[src/rtl/instruction_encoder_if.sv]
// Request/response stream bundle for instruction_encoder.
// master = request producer and word consumer, slave = the encoder.
interface instruction_encoder_if;
    logic        IN_VALID;
    logic        IN_READY;
    logic [2:0]  SELECTION;
    logic [6:0]  OPCODE;
    logic [2:0]  FUNCT3;
    logic [4:0]  RD;
    logic [4:0]  RS1;
    logic [4:0]  RS2;
    logic [63:0] IMM;
    logic        OUT_VALID;
    logic        OUT_READY;
    logic [31:0] INSTRUCTION;
    logic        OUT_ERR;

    modport master (
        output IN_VALID, SELECTION, OPCODE, FUNCT3, RD, RS1, RS2, IMM, OUT_READY,
        input  IN_READY, OUT_VALID, INSTRUCTION, OUT_ERR
    );

    modport slave (
        input  IN_VALID, SELECTION, OPCODE, FUNCT3, RD, RS1, RS2, IMM, OUT_READY,
        output IN_READY, OUT_VALID, INSTRUCTION, OUT_ERR
    );
endinterface

[src/rtl/instruction_encoder.sv]
// Packs instruction fields and a signed 64-bit immediate into an RV64 word (I/U/S/B/J).
// Define INSTRUCTION_ENCODER_LI_EXPAND_EN to enable the two-word LUI+ADDIW load-immediate.
//
// state | meaning
// EMPTY | no word held, request accepted unconditionally
// FULL  | one word held on the output
// PEND  | first LI word (LUI) held, ADDIW word owed next
module instruction_encoder (
    input  logic                  CLK,
    input  logic                  RST_N,
    instruction_encoder_if.slave  bus
);

    typedef enum logic [1:0] {
        EMPTY,
        FULL
`ifdef INSTRUCTION_ENCODER_LI_EXPAND_EN
        , PEND
`endif
    } state_t;

    state_t      state;
    logic [63:0] imm;
    logic        fits12;
    logic        fits13;
    logic        fits21;
    logic        fits32;
    logic        accept;
    logic [31:0] enc_word;
    logic        enc_err;

`ifdef INSTRUCTION_ENCODER_LI_EXPAND_EN
    logic [31:0] enc_word2;
    logic        enc_two;
    logic [19:0] li_hi;
    logic [31:0] pend_word;
`endif

    assign imm = bus.IMM;

    // A value fits in N signed bits when every bit from N-1 upward equals the sign.
    assign fits12 = (&imm[63:11]) | ~(|imm[63:11]);
    assign fits13 = (&imm[63:12]) | ~(|imm[63:12]);
    assign fits21 = (&imm[63:20]) | ~(|imm[63:20]);
    assign fits32 = (&imm[63:31]) | ~(|imm[63:31]);

    assign bus.IN_READY = (state == EMPTY) || ((state == FULL) && bus.OUT_READY);
    assign accept       = bus.IN_VALID && bus.IN_READY;

`ifdef INSTRUCTION_ENCODER_LI_EXPAND_EN
    // Rounding by 0x800 compensates for ADDIW sign-extending its 12-bit lo part.
    assign li_hi = imm[31:12] + {19'd0, imm[11]};
`endif

    always_comb begin
        enc_word = 32'd0;
        enc_err  = 1'b0;
`ifdef INSTRUCTION_ENCODER_LI_EXPAND_EN
        enc_word2 = 32'd0;
        enc_two   = 1'b0;
`endif
        case (bus.SELECTION)
            3'd1: begin
                if (fits12)
                    enc_word = {imm[11:0], bus.RS1, bus.FUNCT3, bus.RD, bus.OPCODE};
                else
                    enc_err = 1'b1;
            end
            3'd2: begin
                if (fits32 && (imm[11:0] == 12'd0))
                    enc_word = {imm[31:12], bus.RD, bus.OPCODE};
                else
                    enc_err = 1'b1;
            end
            3'd3: begin
                if (fits12)
                    enc_word = {imm[11:5], bus.RS2, bus.RS1, bus.FUNCT3, imm[4:0], bus.OPCODE};
                else
                    enc_err = 1'b1;
            end
            3'd4: begin
                if (fits13 && !imm[0])
                    enc_word = {imm[12], imm[10:5], bus.RS2, bus.RS1, bus.FUNCT3,
                                imm[4:1], imm[11], bus.OPCODE};
                else
                    enc_err = 1'b1;
            end
            3'd5: begin
                if (fits21 && !imm[0])
                    enc_word = {imm[20], imm[10:1], imm[11], imm[19:12], bus.RD, bus.OPCODE};
                else
                    enc_err = 1'b1;
            end
`ifdef INSTRUCTION_ENCODER_LI_EXPAND_EN
            3'd6: begin
                if (!fits32) begin
                    enc_err = 1'b1;
                end else if (li_hi != 20'd0) begin
                    enc_word  = {li_hi, bus.RD, 7'b0110111};
                    enc_word2 = {imm[11:0], bus.RD, 3'b000, bus.RD, 7'b0011011};
                    enc_two   = 1'b1;
                end else begin
                    enc_word = {imm[11:0], 5'd0, 3'b000, bus.RD, 7'b0010011};
                end
            end
`endif
            default: enc_err = 1'b1;
        endcase
    end

    always_ff @(posedge CLK or negedge RST_N) begin
        if (!RST_N) begin
            state           <= EMPTY;
            bus.OUT_VALID   <= 1'b0;
            bus.INSTRUCTION <= 32'd0;
            bus.OUT_ERR     <= 1'b0;
`ifdef INSTRUCTION_ENCODER_LI_EXPAND_EN
            pend_word       <= 32'd0;
`endif
        end else if (accept) begin
            bus.OUT_VALID   <= 1'b1;
            bus.INSTRUCTION <= enc_word;
            bus.OUT_ERR     <= enc_err;
`ifdef INSTRUCTION_ENCODER_LI_EXPAND_EN
            pend_word       <= enc_word2;
            state           <= enc_two ? PEND : FULL;
`else
            state           <= FULL;
`endif
        end else if (bus.OUT_VALID && bus.OUT_READY) begin
`ifdef INSTRUCTION_ENCODER_LI_EXPAND_EN
            if (state == PEND) begin
                bus.INSTRUCTION <= pend_word;
                bus.OUT_ERR     <= 1'b0;
                state           <= FULL;
            end else
`endif
            begin
                bus.OUT_VALID <= 1'b0;
                state         <= EMPTY;
            end
        end
    end

endmodule

[src/flat_wrapper.sv]
// flat-port wrapper written by rule: the top's interface ports become plain ports
module instruction_encoder_flat 
  (CLK, RST_N, bus_IN_VALID, bus_SELECTION, bus_OPCODE, bus_FUNCT3, bus_RD, bus_RS1, bus_RS2, bus_IMM, bus_OUT_READY, bus_IN_READY, bus_OUT_VALID, bus_INSTRUCTION, bus_OUT_ERR);
  instruction_encoder_if bus_i ();
  input  logic CLK;
  input  logic RST_N;
  input wire logic [$bits(bus_i.IN_VALID)-1:0] bus_IN_VALID;
  input wire logic [$bits(bus_i.SELECTION)-1:0] bus_SELECTION;
  input wire logic [$bits(bus_i.OPCODE)-1:0] bus_OPCODE;
  input wire logic [$bits(bus_i.FUNCT3)-1:0] bus_FUNCT3;
  input wire logic [$bits(bus_i.RD)-1:0] bus_RD;
  input wire logic [$bits(bus_i.RS1)-1:0] bus_RS1;
  input wire logic [$bits(bus_i.RS2)-1:0] bus_RS2;
  input wire logic [$bits(bus_i.IMM)-1:0] bus_IMM;
  input wire logic [$bits(bus_i.OUT_READY)-1:0] bus_OUT_READY;
  output wire logic [$bits(bus_i.IN_READY)-1:0] bus_IN_READY;
  output wire logic [$bits(bus_i.OUT_VALID)-1:0] bus_OUT_VALID;
  output wire logic [$bits(bus_i.INSTRUCTION)-1:0] bus_INSTRUCTION;
  output wire logic [$bits(bus_i.OUT_ERR)-1:0] bus_OUT_ERR;
  assign bus_i.IN_VALID = bus_IN_VALID;
  assign bus_i.SELECTION = bus_SELECTION;
  assign bus_i.OPCODE = bus_OPCODE;
  assign bus_i.FUNCT3 = bus_FUNCT3;
  assign bus_i.RD = bus_RD;
  assign bus_i.RS1 = bus_RS1;
  assign bus_i.RS2 = bus_RS2;
  assign bus_i.IMM = bus_IMM;
  assign bus_i.OUT_READY = bus_OUT_READY;
  assign bus_IN_READY = bus_i.IN_READY;
  assign bus_OUT_VALID = bus_i.OUT_VALID;
  assign bus_INSTRUCTION = bus_i.INSTRUCTION;
  assign bus_OUT_ERR = bus_i.OUT_ERR;
  instruction_encoder u_core (.CLK(CLK), .RST_N(RST_N), .bus(bus_i));
endmodule
[config.mk]
export PLATFORM = sky130hd
export DESIGN_NAME = instruction_encoder_flat
export DESIGN_NICKNAME = d
export VERILOG_FILES = /design/src/rtl/instruction_encoder_if.sv /design/src/rtl/instruction_encoder.sv /design/src/flat_wrapper.sv
export SDC_FILE = /design/constraint.sdc
export NUM_CORES = 1
export LEC_CHECK = 0
export ABC_CLOCK_PERIOD_IN_PS = 5450
export CAP_MARGIN = 25
export CORE_MARGIN = 2
export CORE_UTILIZATION = 37
export CTS_CLUSTER_SIZE = 28
export DETAILED_ROUTE_END_ITERATION = 8
export GPL_TIMING_DRIVEN = 0
export PLACE_DENSITY = 0.76
export SLEW_MARGIN = 20
export SYNTH_ARGS = -nofsm -noshare
export SYNTH_HDL_FRONTEND = slang
export SYNTH_SLANG_ARGS = --single-unit
[constraint.sdc]
create_clock -name CLK -period 5.45 [get_ports CLK]
set_input_delay 1.635 -clock CLK [delete_from_list [all_inputs] [get_ports CLK]]
set_output_delay 1.635 -clock CLK [all_outputs]
set_load 0.1 [all_outputs]
Word level (Yosys, flattened, before mapping)
Cells that the tools add are included.
Word-level totals
  logic and storage cells: 53
  output and inout port bits: 35
  input bits: 96
  register bits: 36
Cells by class
  reduce and logical (&&, ||, !) cells: 20
  eq/ne operators: 6
  bitwise operators: 8
  muxes and demuxes: 15
Operator list (number)
  $mux W32: 5
  $pmux W32 S5: 1
  $reduce_and A53 Y1: 1
  $reduce_or A53 Y1: 1
  $reduce_and A52 Y1: 1
  $reduce_or A52 Y1: 1
  $reduce_and A44 Y1: 1
  $reduce_or A44 Y1: 1
  $reduce_and A33 Y1: 1
  $reduce_or A33 Y1: 1
  $logic_not A12 Y1: 1
  $eq A3 B2 Y1 const B: 2
  $eq A3 B3 Y1 const B: 2
  $logic_and A1 B1 Y1: 6
  $mux W1: 6
  $mux W2: 2
  $not A1 Y1: 4
  $or A1 B1 Y1: 4
  $pmux W1 S4: 1
  $eq A3 B1 Y1 const B: 1
  $eq A2 B1 Y1 const B: 1
  $logic_not A2 Y1: 1
  $reduce_bool A2 Y1: 1
  $reduce_or A2 Y1: 1
  other kinds (2): 2

Longest topological paths before layout
  depth in word-level cells: 6
  gate-level depth with buffers: 7
  depth with buffers taken out: 7

Least setup slack after synthesis
No wires, ideal clock.
  kind: in2out
  start point: input port bus_OUT_READY
  end point: output port bus_IN_READY
  cell stages on the path: 1
  required time: 3.815 ns
  path slack: 1.378 ns
  path buffers: 0
  arrival: 2.437 ns
  path through: nand2b_1
Between the ends
  longest elaborated chain between the ends: 2
RTL lines
  start: declaration: RTL line flat_wrapper.sv:15  | input wire logic [$bits(bus_i.OUT_READY)-1:0] bus_OUT_READY;
  $logic_and A1 B1 Y1: RTL line instruction_encoder.sv:47  | assign bus.IN_READY = (state == EMPTY) || ((state == FULL) && bus.OUT_READY);
  $logic_or A1 B1 Y1: RTL line instruction_encoder.sv:47
  end: declaration: RTL line flat_wrapper.sv:16  | output wire logic [$bits(bus_i.IN_READY)-1:0] bus_IN_READY;
No other way between the ends.

Worst setup path in the final report
Same ends and word-level chain as after synthesis.

==> impl_metrics.json <==
{
  "hold_path_class": "register to register",
  "clock-sinks": 34,
  "routed_wirelength_um": 7260,
  "dieArea_um2": 6450,
  "peakVddDrop_mv": 0.121,
  "clockBufferDepth": 2,
  "cts_tree": "built",
  "multi_input_area_um2": 1270,
  "reg2reg_to": "u_core.bus.INSTRUCTION[23]",
  "worst_pin_slew_ns": 1.01,
  "grt_max_degree": 31,
  "htree_levels": 2,
  "vias": 2481,
  "outcome": "finished, final reports clean",
  "hold_viol_final": 0,
  "yosysWarnings": 0,
  "synth_cell_types": 48,
  "wl_per_cell_um": 16.8,
  "synth_nets": 319,
  "slew_violations": 0,
  "grt_pass1_vias": 2420,
  "dr.first_iter.drc_count": 130,
  "final_net_count": 456,
  "setup-violations-final": 0,
  "maxSlewHeadroom_pct": 32.8,
  "r2r_slack_ns": 3.23,
  "required_ns": 3.82,
  "drive_gt1_share_pct": 8.31,
  "numPortBuffers": 129,
  "worst-r2r-cell-count": 7,
  "initial_core_util_pct": 38.7,
  "finalCritPeriodShare_pct": 92.5,
  "power_density_nw_per_um2": 159,
  "ant_nets": 0,
  "clk_pin_slew_ns": 0.07,
  "clock.fmax_ghz": 0.198,
  "core_area_um2": 5570,
  "die_h_um": 80.3,
  "crit_type": "input pin to output port",
  "period_needed_ns": 5.04,
  "syn_inst": 223,
  "grt_pass1_wl_um": 11500,
  "die_x_um": 80.3,
  "ys_seq_elements": 34,
  "clock_latency_ns": 0.28,
  "regArea_um2": 851,
  "yosys_most_used_dff": "dfrtp_1",
  "crit_fanout": 4,
  "worstPathArrival_ns": 3.41,
  "rsz0062_at_grt": "false",
  "dp_hpwl_um": 5870,
  "io_pins": 131,
  "drc_errors": 0,
  "post-route-util_pct": 65.5,
  "clock-root-buffer": "clkbuf_8",
  "antenna_found_initial": 0,
  "synth_edf_count": 0,
  "cts_resized": 0,
  "track_usage_pct": 22.5,
  "r2r-start": "u_core.state[0]",
  "synth.avg_cell_area_um2": 9.67,
  "synth-async-reset-ratio_pct": 100,
  "start_kind": "input pin",
  "ctsHoldBuffers": 0,
  "hold-path-endpoint": "u_core.bus.INSTRUCTION[5]",
  "skew_ns": 0.00492,
  "num-fill-cells": 493,
  "post_cts_buffers": 0,
  "area_growth_syn_to_layout_pct": 69.4,
  "gp_congestion": 0.828,
  "dr.pass1.iters": 4,
  "syn_area_um2": 2160,
  "synth_seq_area_share_pct": 39.5,
  "antennaDiodeCount": 0,
  "routed_via_density": 5.73,
  "worstHoldStart": "u_core.bus.INSTRUCTION[5]",
  "drv_cap": 0,
  "critical_path.endpoint_type": "output port",
  "rows": 27,
  "p_leak_nw": 1.52,
  "cts_buffers": 5,
  "worst_hold_path.num_cells": 1,
  "grt_overflow": 0,
  "finalSetupTns_ns": 0
}
state kept, by name, indices dropped and copies added, names as in the netlist:
signal and count:
u_core.bus.INSTRUCTION 32, u_core.bus.OUT_ERR 1, u_core.state 1
logic make-up after synthesis:
group	after synthesis	synth area share (%)
AO/OA/AOI/OAI	79	30.2
flip-flops	34	39.5
buffers and inverters	10	1.80
AND/OR/NAND/NOR	100	28.6
report_power, final:
group / internal, mW / switching (mW)
Sequential: 0.253 / 0.000248
Clock: 0.102 / 0.0958
Combinational: 0.0713 / 0.0584
placed cells by master (no fill, tap or decap), drive strengths merged, types with 2 or more instances in the layout:
cell           count
clkbuf            10
clkdlybuf4s50    128
a22o              25
buf                3
and3               3
nand2b             4
o21ai              8
o22ai              2
nor2              10
inv                5
nand2             17
dfrtp             34
a221o              4
nand3              3
nor3               8
or4                3
nor4              19
and4               2
a21oi              8
a211oi             3
a21o              20
nand4             24
worst max-delay path: stages:
cell	delay, ns
clkdlybuf4s50_1	0.45
nand2b_1	0.17
clkdlybuf4s50_1	1.16
metal layers:
| metal | global-route usage (%) | routed length, µm | part of all wire (%) |
|---|---|---|---|
| met5 | 0 | 0 | 0 |
| met4 | 3.56 | 41 | 0.56 |
| met3 | 5.39 | 586 | 8.1 |
| met2 | 37.7 | 3500 | 48 |
| met1 | 30.0 | 3140 | 43 |
per-stage QoR:
step | power, mW | hold WS, ns | area, µm² | cells | worst slack [ns]
final | 0.580 | 0.506 | 3650 | 433 | 0.407
after global routing | 0.609 | 0.523 | 3650 | 433 | 0.367
after CTS | 0.581 | 0.509 | 3650 | 433 | 0.393
after detailed placement | 0.386 | 0.492 | 3550 | 425 | 0.399
after global placement | 0.384 | 0.469 | 3540 | 424 | 0.419
after floorplan | 0.287 | 1.06 | 2160 | 223 | 1.38
Yosys cell counts, types with 2 or more instances:
library cell / number / area, µm²
nor3_1: 8 / 40.0
inv_1: 4 / 15.0
a21o_1: 20 / 150
a22o_1: 25 / 219
a21oi_4: 3 / 48.8
nor2_1: 7 / 26.3
a211oi_2: 2 / 25.0
a21oi_1: 4 / 20.0
and4_1: 2 / 17.5
nand2b_1: 4 / 25.0
and3_1: 3 / 18.8
o21ai_1: 7 / 35.0
a221o_1: 4 / 40.0
o22ai_1: 2 / 12.5
nand2_1: 17 / 63.8
dfrtp_1: 34 / 851
nor4_1: 17 / 106
nand3_1: 3 / 15.0
nand4_1: 23 / 144
or4_4: 2 / 22.5
clkbuf_1: 4 / 15.0
nor2_4: 2 / 22.5
layout make-up:
class	count	share of cell area [%]
Timing Repair Buffer	130	35.8
Sequential cell	34	23.3
Inverter	5	0.514
Clock buffer	6	2.26
Buffer	5	0.548
Multi-Input combinational cell	179	34.8
Tap cell	72	2.47
Clock inverter	2	0.343
how the worst max path moves through the flow:
stage               slack (ns)  cells past startpoint            to           from
CTS                       0.39                      3  bus_IN_READY  bus_OUT_READY
finish                    0.41                      3  bus_IN_READY  bus_OUT_READY
global route              0.37                      3  bus_IN_READY  bus_OUT_READY
detailed placement        0.40                      3  bus_IN_READY  bus_OUT_READY
floorplan                 1.38                      1  bus_IN_READY  bus_OUT_READY
global placement          0.42                      3  bus_IN_READY  bus_OUT_READY
Note: power is estimated with default switching activity, not from simulation.
==> patch (same flow settings) <==
Build with the macro `INSTRUCTION_ENCODER_LI_EXPAND_EN` defined.
--- a/src/rtl/instruction_encoder.sv
+++ b/src/rtl/instruction_encoder.sv
@@ -5,6 +5,8 @@
 // EMPTY | no word held, request accepted unconditionally
 // FULL  | one word held on the output
 // PEND  | first LI word (LUI) held, ADDIW word owed next
+`define INSTRUCTION_ENCODER_LI_EXPAND_EN
+
 module instruction_encoder (
     input  logic                  CLK,
     input  logic                  RST_N,
Check against the original RTL: not equivalent (Yosys sat finds a counterexample within 4 cycles, from zero or initial values and one cycle with RST_N low).
==> patch against the unedited design <==
Maximum frequency hardly changed. Clock skew grew 0.0018 ns. Critical path depth is the same. Power grew to 2.5 times the old value. Synthesized area rose by 98%. Final cell count increased by 82%. Setup slack gained 0.0028 ns. Design area grew 59%. Wire length rose by 110%. Die area grew 93%. Sequential cell count rose by 20.
==> patch: results (changes against the unedited design) <==
- Count of buffers from port buffering: 117 (was 129)
- Fraction of area in registers: 0.232 (was 0.233)
- Iteration-0 DRC count of the detailed router: 517 (was 130)
- Hold path endpoint: u_core.bus.INSTRUCTION[6] (was u_core.bus.INSTRUCTION[5])
- Outcome: completed (unchanged)
- Met2 Use GR: 0.409 (was 0.377)
- DP HPWL: 11700 um (was 5870 um)
- Hold path start: u_core.bus.INSTRUCTION[6] (was u_core.bus.INSTRUCTION[5])
- Leading post-synthesis cells by cell area: dfrtp_1 (32%), nand2_1 (6.1%), a21oi_1 (5.3%), nand3_1 (3.4%), nor4_1 (3.4%) (was dfrtp_1 (39%), a22o_1 (10%), a21o_1 (7.0%), nand4_1 (6.7%), nor4_1 (4.9%))
- Multi-input combinational cell area: 0.00257 mm^2 (was 0.00127 mm^2)
- Synth unique cells: 75 (was 48)
- Area used by sequential logic in the layout: 0.00135 mm^2 (was 851 um^2)
- Reg2Reg Capture Point: u_core.bus.INSTRUCTION[24] (was u_core.bus.INSTRUCTION[23])
- Sequential share of the synthesized area: 0.316 (was 0.395)
- Number of fill cells: 1108 (was 493)
- Fmax: 0.198 GHz (about the same)
- Number of vias per cell after detailed routing: 6.08 (was 5.73)
- Leading post-synthesis cells by instance count: nand2_1 (69), dfrtp_1 (54), a21oi_1 (45) (was dfrtp_1 (34), a22o_1 (25), nand4_1 (23))
- Buffering overhead: 0.253 (was 0.363)
- Pre-CTS WS: 0.296 ns (was 0.399 ns)
- R2r setup slk: 2.69 ns (was 3.23 ns)
- Multi-input gates: 421 (was 179)
- Placement-stage cell area: 0.00562 mm^2 (was 0.00355 mm^2)
- Buffers outside the clock class: 151 (was 135)
- Biggest registers after layout: u_core.bus.INSTRUCTION: 32 flops, u_core.pend_word: 18 flops, u_core.state: 2 flops (was u_core.bus.INSTRUCTION: 32 flops, u_core.bus.OUT_ERR: 1 flops, u_core.state: 1 flops)
- Routed wl met2: 7380 um (was 3500 um)
- Met1 demand-to-capacity share in global routing: 0.301 (was 0.300)
- Post-route met1 wirelength: 6080 um (was 3140 um)
- Number of sinks driven by the clock tree: 54 (was 34)
- Delay contributed by the slowest stage of the critical path: 1.12 ns (was 1.16 ns)
- Fraction of layout cells with a size suffix above 1: 0.0929 (was 0.0831)
## patch: cell types whose count changed in the layout (fill, tap and decap cells not counted), moves of 9 or more
cell and delta:
nor2_1 +29, nand2_1 +52, nand3_1 +26, o21ai_0 +20
nor3_1 +9, a211oi_1 +13, dfrtp_1 +20, clkdlybuf4s50_1 -12
a21oi_1 +41, a22o_1 -11, a21o_1 -12
## patch: cell families (layout without fill, tap and decap cells)
family / after synthesis / count (layout) / synth area share
AOI/OAI and AO/OA: 153 / 153 / 0.248
muxes: 2 / 2 / 0.00498
xor gates and xnor gates: 14 / 14 / 0.0287
adders and majority gates: 3 / 3 / 0.00878
and+or+nand+nor: 249 / 249 / 0.312
buffers and inverters: 46 / 171 / 0.0814
DFF: 54 / 54 / 0.316
## patch: report_power, final
part	total (W)	internal, W	switching [W]
clock	0.000426	0.000276	0.000150
sequential	0.000455	0.000433	0.0000214
combinational	0.000572	0.000172	0.000400
total	0.00145	0.000882	0.000571
